File: config.mk
export PLATFORM = sky130hd
export DESIGN_NAME = ex_mem_stage_hs
export DESIGN_NICKNAME = d
export VERILOG_FILES = /design/src/rtl/ex_mem_stage_hs.sv
export SDC_FILE = /design/constraint.sdc
export NUM_CORES = 1
export LEC_CHECK = 0
export ABC_AREA = 1
export BUFFER_PORTS_ARGS = -buffer_cell sky130_fd_sc_hd__buf_4
export CAP_MARGIN = 40
export CORE_UTILIZATION = 45
export DETAILED_ROUTE_END_ITERATION = 16
export PLACE_DENSITY = 0.78
export SYNTH_ARGS = -nofsm -noshare
export SYNTH_HDL_FRONTEND = slang
export SYNTH_SLANG_ARGS = --single-unit
export TNS_END_PERCENT = 1
File: constraint.sdc
create_clock -name clk -period 1.7 [get_ports clk]
set_clock_uncertainty 0.05 [all_clocks]
set_input_delay 0.085 -clock clk [delete_from_list [all_inputs] [get_ports clk]]
set_output_delay 0.085 -clock clk [all_outputs]
set_load 0.05 [all_outputs]
File: src/rtl/ex_mem_stage_hs.sv
// EX->MEM pipeline register with valid/ready handshake, synchronous flush
// and an optional 2-entry skid buffer (main entry drives the outputs).
module ex_mem_stage_hs #(
  parameter int CTRL_W  = 24,
  parameter int DATA_W  = 32,
  parameter int DEST_W  = 5,
  parameter int SKID_EN = 1
) (
  input  logic              clk,
  input  logic              reset,
  input  logic              flush,
  input  logic              in_valid,
  output logic              in_ready,
  input  logic [CTRL_W-1:0] control_signals,
  input  logic [DATA_W-1:0] alu_result,
  input  logic [DATA_W-1:0] PB,
  input  logic [DEST_W-1:0] destination,
  output logic              out_valid,
  input  logic              out_ready,
  output logic [CTRL_W-1:0] control_signals_out,
  output logic [DATA_W-1:0] alu_result_out,
  output logic [DATA_W-1:0] PB_out,
  output logic [DEST_W-1:0] destination_out,
  output logic [1:0]        occupancy
);

  localparam int PAY_W = CTRL_W + 2 * DATA_W + DEST_W;

  typedef enum logic [1:0] {
    EMPTY = 2'd0,
    ONE   = 2'd1,
    FULL  = 2'd2
  } state_t;

  state_t           state;
  state_t           next_state;
  logic [PAY_W-1:0] main_q;
  logic [PAY_W-1:0] skid_q;
  logic [PAY_W-1:0] pay_in;
  logic             acc;
  logic             deq;
  logic             load_main_in;
  logic             load_main_skid;
  logic             load_skid_in;
  logic             clear_main;
  logic             clear_skid;

  assign pay_in    = {control_signals, alu_result, PB, destination};
  assign out_valid = (state != EMPTY);
  assign acc       = in_valid && in_ready;
  assign deq       = out_valid && out_ready;
  assign occupancy = (state == FULL) ? 2'd2 : ((state == ONE) ? 2'd1 : 2'd0);

  // Payload registers are zeroed whenever their entry goes invalid, so the
  // outputs read as all-zero bubbles without any output masking.
  assign {control_signals_out, alu_result_out, PB_out, destination_out} = main_q;

  always_ff @(posedge clk or negedge reset) begin
    if (!reset) begin
      state <= EMPTY;
    end else begin
      state <= next_state;
    end
  end

  always_comb begin
    next_state     = state;
    load_main_in   = 1'b0;
    load_main_skid = 1'b0;
    load_skid_in   = 1'b0;
    clear_main     = 1'b0;
    clear_skid     = 1'b0;
    if (flush) begin
      next_state = EMPTY;
      clear_main = 1'b1;
      clear_skid = 1'b1;
    end else begin
      case (state)
        EMPTY: begin
          if (acc) begin
            load_main_in = 1'b1;
            next_state   = ONE;
          end
        end
        ONE: begin
          if (acc && deq) begin
            load_main_in = 1'b1;
          end else if (acc && (SKID_EN != 0)) begin
            load_skid_in = 1'b1;
            next_state   = FULL;
          end else if (deq) begin
            clear_main = 1'b1;
            next_state = EMPTY;
          end
        end
        FULL: begin
          if (deq) begin
            load_main_skid = 1'b1;
            clear_skid     = 1'b1;
            next_state     = ONE;
          end
        end
        default: begin
          next_state = EMPTY;
          clear_main = 1'b1;
          clear_skid = 1'b1;
        end
      endcase
    end
  end

  always_ff @(posedge clk or negedge reset) begin
    if (!reset) begin
      main_q <= '0;
      skid_q <= '0;
    end else begin
      if (clear_main) begin
        main_q <= '0;
      end else if (load_main_in) begin
        main_q <= pay_in;
      end else if (load_main_skid) begin
        main_q <= skid_q;
      end
      if (clear_skid) begin
        skid_q <= '0;
      end else if (load_skid_in) begin
        skid_q <= pay_in;
      end
    end
  end

  // With the skid buffer, in_ready is its own flop so MEM's out_ready never
  // reaches EX combinationally; it mirrors "skid entry empty".
  generate
    if (SKID_EN != 0) begin : g_skid
      logic ready_q;
      always_ff @(posedge clk or negedge reset) begin
        if (!reset) begin
          ready_q <= 1'b1;
        end else begin
          ready_q <= (next_state != FULL);
        end
      end
      assign in_ready = ready_q;
    end else begin : g_noskid
      assign in_ready = (state == EMPTY) || out_ready;
    end
  endgenerate

endmodule

==> flow_summary.json <==
{
  "status": "finished, final reports clean",
  "ant_nets": 0,
  "layout.nets": 1497,
  "clkLatencyLatePin_ps": 430,
  "syn_area_per_cell_sq_um": 7.81,
  "hp-start": "in_valid",
  "routed_via_density": 5.59,
  "cts_root_buffer": "clkbuf_16",
  "layout_common_cells": "nand2_1, buf_4, nand4_1, dfrtp_1, dlygate4sd3_1",
  "place_congestion": 0.789,
  "numPortBuffers": 194,
  "ys_seq_area_frac": 0.519,
  "wl_per_cell_um": 16.7,
  "yosys_warnings": 0,
  "syn_area_sq_mm": 0.00911,
  "start_util": 0.464,
  "clock_path_buffers": 2,
  "grt.overflow.total": 0,
  "die_y_um": 144,
  "grt_usage": 0.271,
  "fp.dieW_um": 144,
  "pin_count": 195,
  "syn_to_final_growth_pct": 36.8,
  "hold_viol": 0,
  "diodes": 0,
  "die-area_sq_mm": 0.0208,
  "power_density_mw_per_mm2": 829,
  "max_slew_margin": 0.667,
  "h-tree-depth": 4,
  "drive_gt1_frac": 0.193,
  "fin_ws_ps": 75.2,
  "drtPass1Iterations": 7,
  "cts_sinks": 189,
  "drtIter0Drc": 819,
  "maxSlewViolCount": 0,
  "vdd_drop_max_mv": 0.752,
  "dp_slack_ps": 62.3,
  "r2r_start": "in_ready",
  "ys_seq_elements": 189,
  "multi_input_area_sq_mm": 0.00388,
  "antenna_found_initial": 0,
  "dpl_cell_area_sq_mm": 0.0109,
  "yosysUniqueCellTypes": 18,
  "grt_max_degree": 95,
  "final_common_cell": "nand2_1",
  "hold_path_class": "input port to register",
  "regArea_sq_mm": 0.00473,
  "arrival_ps": 1890,
  "cap_violations": 0,
  "routed_wl_um": 28100,
  "rows": 51,
  "finalSetupViolations": 0,
  "cp-start-kind": "register",
  "finalSetupTns_ps": 0,
  "cp.required_ps": 1960,
  "period_needed_ps": 1620,
  "rsz0062_at_grt": "true",
  "clk_pin_slew_ps": 70,
  "cts_tree": "built",
  "leakagePower_nw": 6.91,
  "syn_inst": 1167,
  "dp_hpwl_um": 15800,
  "grt_pass1_wl_um": 44400,
  "cp-startpoint": "in_ready",
  "cp-end-kind": "register",
  "worstMarginPinSlew_ps": 499,
  "syn_nets": 1265,
  "critPathMaxFanout": 75,
  "numCtsBuffers": 17,
  "coreArea_sq_mm": 0.0197,
  "worstSetupPathType": "register to register",
  "grt_pass1_vias": 8712,
  "drc": 0,
  "fin_area_sq_mm": 0.0125,
  "max_freq_ghz": 0.615,
  "n_fill_cell": 1631,
  "cts_setup_buffers": 0,
  "vias": 9367,
  "fin_crit_sh": 0.956
}
[stage by stage]
stage | hold slack (ps) | std cells | util | power, mW
4_1_cts | 11.3 | 1676 | 0.632 | 10.4
5_1_grt | 7.07 | 1677 | 0.634 | 10.7
3_3_place_gp | 51.0 | 1548 | 0.555 | 6.41
3_5_place_dp | 54.5 | 1548 | 0.555 | 6.42
2_1_floorplan | -261 | 1167 | - | 5.70
6_report | 28.0 | 1677 | 0.634 | 10.3
[critical path: stages, from the launching register on]
cell	delay, ps
dfstp_2	540
nand2_2	60
clkinv_2	70
buf_12	110
nand3_4	120
buf_12	230
nand2_1	110
nand2_1	60
nand2_1	60
nand2_1	60
[state kept, by name, summed over array words and instances (netlist names)]
name	flops
main_q	93
skid_q	93
in_ready	1
state	2
[final cells by class]
| type | count | share of cell area |
|---|---|---|
| inverter | 7 | 0.00261 |
| multi-input combinational | 860 | 0.311 |
| timing repair buffer | 324 | 0.235 |
| tap | 265 | 0.0266 |
| sequential | 189 | 0.380 |
| clock buffer | 21 | 0.0385 |
| clock inverter | 11 | 0.00682 |
[synth_stat cells (all sizes together)]
master / instances / area share
clkbuf: 28 / 0.012
nand2: 565 / 0.23
buf: 83 / 0.045
nand3: 95 / 0.053
inv: 7 / 0.0029
nand3b: 1 / 0.00082
dfstp: 1 / 0.0029
o21ai: 1 / 0.00096
dfrtp: 188 / 0.52
a21oi: 4 / 0.0022
nand4: 187 / 0.13
nor2: 7 / 0.0032
[per-layer routing]
layer,part of all wire,routed length [um],GRT usage,vias to the layer above
met5,0,0,0,-
met4,0.022,631,0.0936,0
met3,0.081,2260,0.0573,61
met2,0.49,13700,0.449,510
met1,0.41,11400,0.352,4431
li1,-,-,-,4365
[worst paths after layout]
path | endpoint | slack [ps] | cells after the start
setup / recovery | main_q[7] | 80 | 9
hold / removal | state[0] | 30 | 5
setup reg to reg | main_q[7] | 80 | 9
hold reg to reg | skid_q[58] | 460 | 2
max in group asynchronous | skid_q[11] | 830 | 3
min in group asynchronous | skid_q[65] | 150 | 2
[cell families after synthesis]
group                  share of synthesized area
flip-flops                                 0.519
AND/OR/NAND/NOR                            0.418
AO/OA/AOI/OAI                            0.00316
buffers and inverters                     0.0598
[timing repair]
item                                   in CTS  in global routing
resized for setup                           0                  5
setup endpoints to repair                   0                155
hold buffers                               96                  0
endpoints found under the hold margin     241                  0
[where the power goes]
| group | internal, mW | switching, mW |
|---|---|---|
| registers | 4.63 | 0.0907 |
| clock network | 2.04 | 1.74 |
| logic | 0.666 | 1.17 |
| total | 7.34 | 3.00 |
Power figures use the tool's default switching activity.
